==> src/rtl/mask_pixel_counter.sv <==
// Counts foreground in-region pixels and qualifying horizontal runs for each frame.
// Latency: the result registers load on the eof cycle, so res_valid is high one cycle after eof.
// Backpressure: a result that is not accepted is overwritten by the next one, and dropped counts each overwrite.
module mask_pixel_counter #(
  parameter logic [7:0] THRESH  = 8'd128,
  parameter logic [7:0] MIN_RUN = 8'd4
) (
  input  logic        clk,
  input  logic        reset_n,
  input  logic [9:0]  tv_x,
  input  logic [9:0]  tv_y,
  input  logic        pix_valid,
  input  logic [7:0]  pix_luma,
  input  logic [10:0] mask,
  input  logic        en,
  input  logic        sof,
  input  logic        eof,
  input  logic        res_ready,
  output logic        res_valid,
  output logic [19:0] res_pix_count,
  output logic [15:0] res_run_count,
  output logic [7:0]  dropped
);

  typedef enum logic {WAIT_SOF = 1'b0, ACCUM = 1'b1} state_t;

  state_t      state_q, state_d;
  logic [19:0] pix_acc_q, pix_acc_d;
  logic [15:0] run_acc_q, run_acc_d;
  logic [7:0]  run_len_q, run_len_d;
  logic        res_valid_q, res_valid_d;
  logic [19:0] res_pix_q, res_pix_d;
  logic [15:0] res_run_q, res_run_d;
  logic [7:0]  dropped_q, dropped_d;

  logic        fg, new_line, complete, fresh, load;
  logic        old_term, eof_term;
  logic [19:0] pix_base, pix_next;
  logic [15:0] run_base, run_next;
  logic [16:0] run_sum;
  logic [7:0]  len_base, len_next;

  // Row number is carried for context only; no decision depends on it.
  logic unused_tv_y;
  assign unused_tv_y = ^tv_y;

  // Per-pixel classification and next-value arithmetic for the accumulators.
  always_comb begin
    fg       = pix_valid && en && (mask != 11'd0) && (pix_luma >= THRESH);
    new_line = pix_valid && (tv_x == 10'd0);
    complete = (state_q == ACCUM) && eof;
    // sof without a completing eof restarts from zero; the sof-cycle pixel joins the new frame.
    fresh    = sof && !complete;
    pix_base = fresh ? 20'd0 : pix_acc_q;
    run_base = fresh ? 16'd0 : run_acc_q;
    len_base = fresh ? 8'd0  : run_len_q;

    pix_next = (fg && (pix_base != 20'hFFFFF)) ? pix_base + 20'd1 : pix_base;

    // The run in progress ends on a visible non-fg pixel or at the start of a new line.
    // A zero-length run is not a run, even if MIN_RUN is 0.
    old_term = pix_valid && (!fg || new_line) && (len_base != 8'd0) && (len_base >= MIN_RUN);

    len_next = len_base;
    if (fg) begin
      if (new_line)               len_next = 8'd1;
      else if (len_base != 8'hFF) len_next = len_base + 8'd1;
    end else if (pix_valid) begin
      len_next = 8'd0;
    end

    // eof also ends whatever run is open after this cycle's pixel.
    eof_term = complete && (len_next != 8'd0) && (len_next >= MIN_RUN);
    run_sum  = {1'b0, run_base} + {16'd0, old_term} + {16'd0, eof_term};
    run_next = run_sum[16] ? 16'hFFFF : run_sum[15:0];
  end

  // Frame FSM: decides when the accumulators advance, clear, or hand off a result.
  always_comb begin
    state_d   = state_q;
    pix_acc_d = pix_acc_q;
    run_acc_d = run_acc_q;
    run_len_d = run_len_q;
    load      = 1'b0;
    case (state_q)
      WAIT_SOF: begin
        if (sof) begin
          state_d   = ACCUM;
          pix_acc_d = pix_next;
          run_acc_d = run_next;
          run_len_d = len_next;
        end
      end
      ACCUM: begin
        if (eof) begin
          // A coincident sof reopens the frame with empty accumulators.
          load      = 1'b1;
          state_d   = sof ? ACCUM : WAIT_SOF;
          pix_acc_d = 20'd0;
          run_acc_d = 16'd0;
          run_len_d = 8'd0;
        end else begin
          pix_acc_d = pix_next;
          run_acc_d = run_next;
          run_len_d = len_next;
        end
      end
      default: state_d = WAIT_SOF;
    endcase
  end

  // Result handshake: load on frame completion, clear on acceptance, count overwrites.
  always_comb begin
    res_valid_d = res_valid_q;
    res_pix_d   = res_pix_q;
    res_run_d   = res_run_q;
    dropped_d   = dropped_q;
    if (load) begin
      res_valid_d = 1'b1;
      res_pix_d   = pix_next;
      res_run_d   = run_next;
      if (res_valid_q && !res_ready && (dropped_q != 8'hFF)) dropped_d = dropped_q + 8'd1;
    end else if (res_valid_q && res_ready) begin
      res_valid_d = 1'b0;
    end
  end

  // State and result registers; reset discards any partial frame.
  always_ff @(posedge clk or negedge reset_n) begin
    if (!reset_n) begin
      state_q     <= WAIT_SOF;
      pix_acc_q   <= 20'd0;
      run_acc_q   <= 16'd0;
      run_len_q   <= 8'd0;
      res_valid_q <= 1'b0;
      res_pix_q   <= 20'd0;
      res_run_q   <= 16'd0;
      dropped_q   <= 8'd0;
    end else begin
      state_q     <= state_d;
      pix_acc_q   <= pix_acc_d;
      run_acc_q   <= run_acc_d;
      run_len_q   <= run_len_d;
      res_valid_q <= res_valid_d;
      res_pix_q   <= res_pix_d;
      res_run_q   <= res_run_d;
      dropped_q   <= dropped_d;
    end
  end

  assign res_valid     = res_valid_q;
  assign res_pix_count = res_pix_q;
  assign res_run_count = res_run_q;
  assign dropped       = dropped_q;

endmodule

==> config.mk <==
export PLATFORM = sky130hd
export DESIGN_NAME = mask_pixel_counter
export DESIGN_NICKNAME = d
export VERILOG_FILES = /design/src/rtl/mask_pixel_counter.sv
export SDC_FILE = /design/constraint.sdc
export NUM_CORES = 1
export LEC_CHECK = 0
export BUFFER_PORTS_ARGS = -buffer_cell sky130_fd_sc_hd__buf_2
export CORE_ASPECT_RATIO = 0.8
export CORE_MARGIN = 5
export CORE_UTILIZATION = 43
export CTS_CLUSTER_SIZE = 14
export DETAILED_ROUTE_END_ITERATION = 8
export PLACE_DENSITY_LB_ADDON = 0.2
export SYNTH_ARGS = -nofsm -noshare
export SYNTH_HDL_FRONTEND = slang
export SYNTH_SLANG_ARGS = --single-unit
==> constraint.sdc <==
create_clock -name clk -period 4.91 [get_ports clk]
set_input_delay 0.491 -clock clk [delete_from_list [all_inputs] [get_ports clk]]
set_output_delay 0.491 -clock clk [all_outputs]
set_load 0.01 [all_outputs]
After elaboration in Yosys (flattened, before gate mapping)
Index checks and enable logic that the tools add are counted.
- logic and storage cells: 71
- register bits: 90
- input bits: 46
- output and inout bits: 45
- multiplexer cells: 25
- eq/ne operators: 4
- order comparisons: 3
- reduce and logical (&&, ||, !) cells: 25
- $add $sub $neg: 5
- bitwise gates (word level): 1
- operator list (cell ; count):
    20-bit 2-to-1 mux ; 4
    16-bit 2-to-1 mux ; 4
    8-bit 2-to-1 mux ; 7
    20-bit one-hot mux with 2 select lines ; 1
    16-bit one-hot mux with 2 select lines ; 1
    20-bit by 1-bit adder with 20-bit output (second input constant) ; 1
    20-bit inequality test (second input constant) ; 1
    16-bit by 1-bit adder with 17-bit output ; 1
    17-bit by 1-bit adder with 17-bit output ; 1
    8-bit by 1-bit adder with 8-bit output (second input constant) ; 2
    8-bit by 3-bit >= comparator with 1-bit output (second input constant) ; 2
    8-bit inequality test (second input constant) ; 2
    8-bit one-hot mux with 2 select lines ; 1
    8-bit nonzero test ; 2
    1-bit logical AND ; 15
    11-bit nonzero test ; 1
    10-bit logical NOT ; 1
    8-bit >= comparator (second input constant) ; 1
    1-bit 2-to-1 mux ; 6
    1-bit logical NOT ; 3
    2-bit inequality test (second input constant) ; 1
    1-bit one-hot mux with 2 select lines ; 1
    2-bit AND reduction ; 1
    2-bit nonzero test ; 1
    2 further kinds ; 2

Longest topological paths before layout
Gate-level depths: netlist of run 1.
- depth after elaboration: 15
- mapped depth: 16
- gate-level depth less buffers: 14

Least setup slack after synthesis of run 1
Ideal clock, no wire load.
- kind: input port to flip-flop
- start: input port pix_valid
- end: register run_acc_q[9]
- setup time: 0.111 ns
- required time: 4.799 ns
- arrival time: 3.622 ns
- slack: 1.177 ns
- stages: 16
- buffers on the path: 2
- path through: clkbuf_1 nor4b_1 nand3_1 and3_1 a21boi_0 or2_2 a31oi_1 fa_1 ha_1 and4_1 nand2_1 or4_1 buf_2 nand2_1 nor2_1 a2111oi_2
- longest elaborated chain between the ends: 13
- elaborated cells between the ends (all ways): 22
- those cells by class: 2 x add/sub; 1 x order compare; 7 x mux; 12 x reduce/logical
- ends and longest elaborated chain (item ; RTL line ; source):
    start, declared ; 12 ; input logic pix_valid,
    1-bit logical AND (3 in series) ; 49 ; fg = pix_valid && en && (mask != 11'd0) && (pix_luma >= THRESH);
    1-bit logical NOT ; 62 ; old_term = pix_valid && (!fg || new_line) && (len_base != 8'd0) && (len_base >= MIN_RUN);
    1-bit logical OR ; 62 ;
    1-bit logical AND (3 in series) ; 62 ;
    16-bit by 1-bit adder with 17-bit output ; 74 ; run_sum = {1'b0, run_base} + {16'd0, old_term} + {16'd0, eof_term};
    17-bit by 1-bit adder with 17-bit output * ; 74 ;
    16-bit 2-to-1 mux * ; 75 ; run_next = run_sum[16] ? 16'hFFFF : run_sum[15:0];
    16-bit 2-to-1 mux, on equally long branches ; 95, 87 ;
    16-bit one-hot mux with 2 select lines * ; 85 ; case (state_q)
    end signal, assigned ; 142 ; run_acc_q <= run_acc_d;
    end, declared ; 29 ; logic [15:0] run_acc_q, run_acc_d;
Every way passes the cells marked *; elsewhere a longest branch is shown, timed or not. The select of a mux whose other input is x is not followed.
A chain may end at the register's enable or synchronous reset.

Worst setup path in the final report of run 1
Same ends and word-level chain as after synthesis.

==> results of run 1 <==
-- worst paths after layout --
path | start | endpoint | slack [ns] | depth (start not counted)
min | reset_n | res_pix_count[11]$_DFFE_PN0P_ | 0.12 | 1
max in group asynchronous | reset_n | run_len_q[5]$_DFFE_PN0P_ | 3.70 | 2
max | pix_valid | run_acc_q[9]$_DFFE_PN0P_ | 0.84 | 15
max reg2reg | run_len_q[2]$_DFFE_PN0P_ | run_acc_q[9]$_DFFE_PN0P_ | 0.85 | 14
min in group clk | res_ready | res_valid$_DFFE_PN0P_ | 0.42 | 3
min reg2reg | res_pix_count[16]$_DFFE_PN0P_ | res_pix_count[16]$_DFFE_PN0P_ | 0.48 | 2
-- cells in the final DEF, fill, tap and decap left out, types with 15 or more instances in the layout --
cell / n
dfrtp_1: 90
nand2_1: 72
buf_2: 72
nor2_1: 53
o21ai_0: 34
nor3_1: 33
a21oi_1: 33
xnor2_1: 27
nand3_1: 25
a31oi_1: 19
and3_1: 18
buf_4: 15
-- where the power goes --
group,switching (mW),internal [mW]
Clock,0.299,0.341
Combinational,0.126,0.0685
Sequential,0.0278,0.773
-- per-stage QoR --
step                      cells  hold slack (ns)  total power [mW]
after floorplan             584            0.195             0.919
after global placement      778            0.455              1.01
after detailed placement    778            0.466              1.01
after CTS                   793            0.142              1.65
after global routing        793            0.171              1.70
final                       793            0.124              1.63
-- cell type report --
| cell class | count | area share, % |
|---|---|---|
| Multi-Input combinational cell | 447 | 45.3 |
| Timing Repair Buffer | 87 | 8.09 |
| Inverter | 6 | 0.385 |
| Tap cell | 148 | 3.17 |
| Clock inverter | 6 | 0.728 |
| Sequential cell | 90 | 38.5 |
| Clock buffer | 9 | 3.85 |
-- state kept, by name, summed over array words and instances (netlist names) --
register,cells
pix_acc_q,20
res_pix_count,20
res_run_count,16
run_acc_q,16
dropped,8
run_len_q,8
res_valid,1
state_q,1
-- worst max-delay path, cell delays in order --
cell and delay, ns:
buf_2 0.16, nor4b_1 0.16, nand3_1 0.11, nand3_1 0.31
a211oi_1 0.42, nor3_1 0.11, a31oi_1 0.23, fa_1 0.27
ha_1 0.28, and4_1 0.31, nand2_1 0.13, or4_1 0.68
nand2_1 0.23, nor2_1 0.07, a2111oi_2 0.34
-- logic make-up (layout without fill, tap and decap cells) --
| group | count (synthesis) | count (layout) | synth area share (%) |
|---|---|---|---|
| and+or+nand+nor | 264 | 264 | 25.8 |
| AOI/OAI and AO/OA | 140 | 140 | 18.1 |
| DFF | 90 | 90 | 44.2 |
| buffers and inverters | 47 | 108 | 3.81 |
| xor gates and xnor gates | 35 | 35 | 6.02 |
| adders and majority gates | 5 | 5 | 1.38 |
| muxes | 3 | 3 | 0.639 |
-- metal layers --
layer | vias up | global-route usage (%) | share of wire, %
li1 | 2242 | - | -
met1 | 2256 | 27.2 | 48
met2 | 138 | 30.8 | 45
met3 | 20 | 4.11 | 5.7
met4 | 0 | 5.07 | 1.2
met5 | - | 0 | 0
==> results.toml, run 1 <==
[cells_and_area]
seq_area_um2 = 2250
fin_util_pct = 50.6
antennaDiodeCount = 0
layout-drive-gt1-share_pct = 19.1
layout.nets = 692
fill_cells = 1099
multi_input_area_um2 = 2650
final_cell_area_um2 = 5850
syn_to_final_growth_pct = 14.9

[sta]
period_share_pct = 82.9
fmax_mhz = 246
rsz0062_at_grt = "false"
fin_skew_ns = 0.00984
drv_slew = 0
tightest_slew_ns = 1.13
finalSetupTns_ns = 0
setup_viol = 0
worst_slack_ns = 0.839
max-slew-margin-rel_pct = 24.6
min_period_ns = 4.07
hold_viol_final = 0

[grt]
grt_pass1_wl_um = 22800
grt_pass1_vias = 4578
grt_max_degree = 59
grtUsageTotal_pct = 19.4
grt_overflow = 0
antenna_found_initial = 0

[logic_synthesis]
synth_area_um2 = 5090
syn_avg_cell_area_um2 = 8.72
synth-async-reset-ratio_pct = 100
ys_top_cells_by_count = "90 x dfrtp_1, 72 x nand2_1, 54 x nor2_1"
synth_edf_count = 0
synth.most_common_cell = "dfrtp_1"
synthTopCellsByArea = "dfrtp_1 44%, nand2_1 5.3%, xnor2_1 4.6%"
synthFlopType = "dfrtp_1"
synth_cell_types = 61
ys_seq_elements = 90
synth-warning-count = 0
synthCells = 584
yosysSeqAreaShare_pct = 44.2
synth_top_area_cell = "dfrtp_1"
synthesis.nets = 635
synth.top_cell.area_share_pct = 44.2

[drt]
post-route-drc-count = 0
routedWlPerCell_um = 17.2
drtAntennaViolNets = 0
via_per_inst = 5.87
dr.pass1.iters = 5
drt_iter0_markers = 354
drt-total-wl_um = 13600
vias = 4656

[floorplanning]
fp.dieW_um = 132
io_pins = 91
rows = 35
dieArea_um2 = 14100
initial_core_util_pct = 44.0
dieHeight_um = 107
coreArea_um2 = 11600

[clocking]
clkTransAtPathRegs_ns = 0.07
cts_resized = 0
htree_levels = 3
postCtsHoldBufs = 0
postCtsSetupRepairBufs = 0
cts-root-buf = "clkbuf_16"
cts_sinks = 90
cts_tree = "built"
clockBufferDepth = 2
clk_latency_ns = 0.35
cts_buffers = 9

[critical_path]
worstSetupPathType = "input port to flip-flop"
required_ns = 5.15
crit_arrival_ns = 4.31
cp-start-kind = "input port"
worst-path-max-fanout = 11
endpoint_kind = "flip-flop"

[min_path]
hp-class = "input port to async pin"

[placement]
place_congestion = 0.850
placed_area_um2 = 5580
dp_hpwl_um = 9270
place_ws_ns = 0.563
io_buffer_count = 73

[power]
vdd_drop_max_mv = 0.170
power_density_nw_per_um2 = 280
p_leak_nw = 2.51

[job]
drv_cap = 0

[run_status]
status = "finished clean"
No activity file was read; power rests on OpenSTA's default activity.
==> run 2: changes to the inputs <==
==> constraint.sdc (replaced) <==
create_clock -name clk -period 3.8 [get_ports clk]
set_input_delay 0.38 -clock clk [delete_from_list [all_inputs] [get_ports clk]]
set_output_delay 0.38 -clock clk [all_outputs]
set_load 0.01 [all_outputs]
==> results.toml, run 2 (same netlist as run 1, synthesis figures left out) <==
[run_status]
status = "finished clean"

[drt]
drt-total-wl_um = 13500
drtAntennaViolNets = 0
via_per_inst = 5.80
post-route-drc-count = 0
dr.pass1.iters = 5
vias = 4684
routedWlPerCell_um = 16.7
drt_iter0_markers = 415

[sta]
finalSetupTns_ns = 0
tightest_slew_ns = 0.979
fmax_mhz = 279
period_share_pct = 94.3
max-slew-margin-rel_pct = 34.7
fin_skew_ns = 0.00770
hold_viol_final = 0
hold-worst-slack_ns = 0.182
min_period_ns = 3.58
rsz0062_at_grt = "false"
worst_slack_ns = 0.215
drv_slew = 0
setup_viol = 0

[clocking]
htree_levels = 3
cts_tree = "built"
cts_buffers = 9
clk_latency_ns = 0.35
clockBufferDepth = 2
clkTransAtPathRegs_ns = 0.07
cts-root-buf = "clkbuf_16"
cts_sinks = 90

[critical_path]
required_ns = 4.05
cp-start-kind = "flip-flop"
timing.rr.start = "run_len_q[6]$_DFFE_PN0P_"
path_delay_family = "simple AND/OR/NAND/NOR gates"
crit_top_cell = "nand2_1"
endpoint_kind = "flip-flop"
crit_slowest_cell = "or4_1"
cp-startpoint = "run_len_q[6]$_DFFE_PN0P_"
worstSetupPathType = "flip-flop to flip-flop"
worstPathCellList = "and4_1, nand2_1, nand3_1, a21boi_0, or2_2, a31oi_1, fa_1, nand2_1, or3_4, or4_1, nor4_2, a21oi_1, a311oi_2"
path_depth = 13
critPathBufInv = 0
cp_slowest_stage_delay_ns = 0.64
crit_arrival_ns = 3.84
reg2reg_depth = 13
worst-path-max-fanout = 6

[cells_and_area]
seq_area_um2 = 2250
layout-drive-gt1-share_pct = 21.4
syn_to_final_growth_pct = 17.6
layout_commonest_cell = "dfrtp_1"
antennaDiodeCount = 0
layout.nets = 706
fin_util_pct = 51.8
fill_cells = 1108
mostFrequentLayoutCells = "88 x dfrtp_1, 72 x nand2_1, 72 x buf_2"
final_cell_count_no_fill = 807
multi_input_area_um2 = 2650

[grt]
antenna_found_initial = 0
grt_pass1_vias = 4521
grtUsageTotal_pct = 19.9
grt_max_degree = 75
grt_pass1_wl_um = 23000
grt_overflow = 0

[power]
p_leak_nw = 2.59
combinationalPowerShare_pct = 11.7
p_seq_share_pct = 47.2
vdd_drop_max_mv = 0.213
power_frac_clock_pct = 41.1
p_switching_mw = 0.592
power_density_nw_per_um2 = 366
netSwitchingFraction_pct = 27.0
internal_power_mw = 1.60

[placement]
dpl.cell_count = 792
dp_hpwl_um = 9170
io_buffer_count = 73
place_ws_ns = 0.0139
place_congestion = 0.875

[floorplanning]
io_pins = 91
rows = 35
dieArea_um2 = 14100
fp.dieW_um = 132
initial_core_util_pct = 44.0
dieHeight_um = 107
coreArea_um2 = 11600

[min_path]
hp-class = "input port to async pin"

[job]
drv_cap = 0
-- run 2: power groups by stage --
stage	combinational [mW]	clock (mW)	sequential [mW]
final	0.257	0.900	1.03
after global routing	0.289	0.956	1.04
after CTS	0.262	0.919	1.03
after detailed placement	0.261	0	1.05
after global placement	0.257	0	1.05
after floorplan	0.120	0	1.07
-- run 2: area by class of cell --
type / instances / share of cell area, %
Clock buffer: 9 / 3.76
Clock inverter: 6 / 1.11
Sequential cell: 90 / 37.7
Inverter: 6 / 0.376
Multi-Input combinational cell: 447 / 44.3
Tap cell: 148 / 3.09
Timing Repair Buffer: 101 / 9.66
-- run 2: what timing repair did --
item                                    CTS  global route
gates resized for setup                   0             5
buffers inserted                          0             0
endpoints found under the hold margin     0             0
endpoints found under the setup margin    0            10
hold buffers                              0             0
-- run 2: metrics by stage --
stage / instance area, µm² / total power [mW]
after floorplan: 5090 / 1.19
after detailed placement: 5680 / 1.31
after CTS: 5980 / 2.22
final: 5980 / 2.19
after global placement: 5680 / 1.31
after global routing: 5980 / 2.29
-- run 2: final timing paths --
| path | end | slack (ns) |
|---|---|---|
| setup / recovery | run_acc_q[13]$_DFFE_PN0P_ | 0.22 |
| hold / removal | res_pix_count[18]$_DFFE_PN0P_ | 0.18 |
| setup reg to reg | run_acc_q[13]$_DFFE_PN0P_ | 0.22 |
| hold reg to reg | res_run_count[15]$_DFFE_PN0P_ | 0.47 |
| max in group asynchronous | run_acc_q[8]$_DFFE_PN0P_ | 2.77 |
| min in group clk | res_valid$_DFFE_PN0P_ | 0.31 |
-- run 2: layer usage --
metal,share of wire (%),global-route usage [%],vias up
met5,0,0,-
met4,1.2,3.60,0
met3,7.5,6.45,16
met2,45,31.6,168
met1,46,27.2,2234
li1,-,-,2266
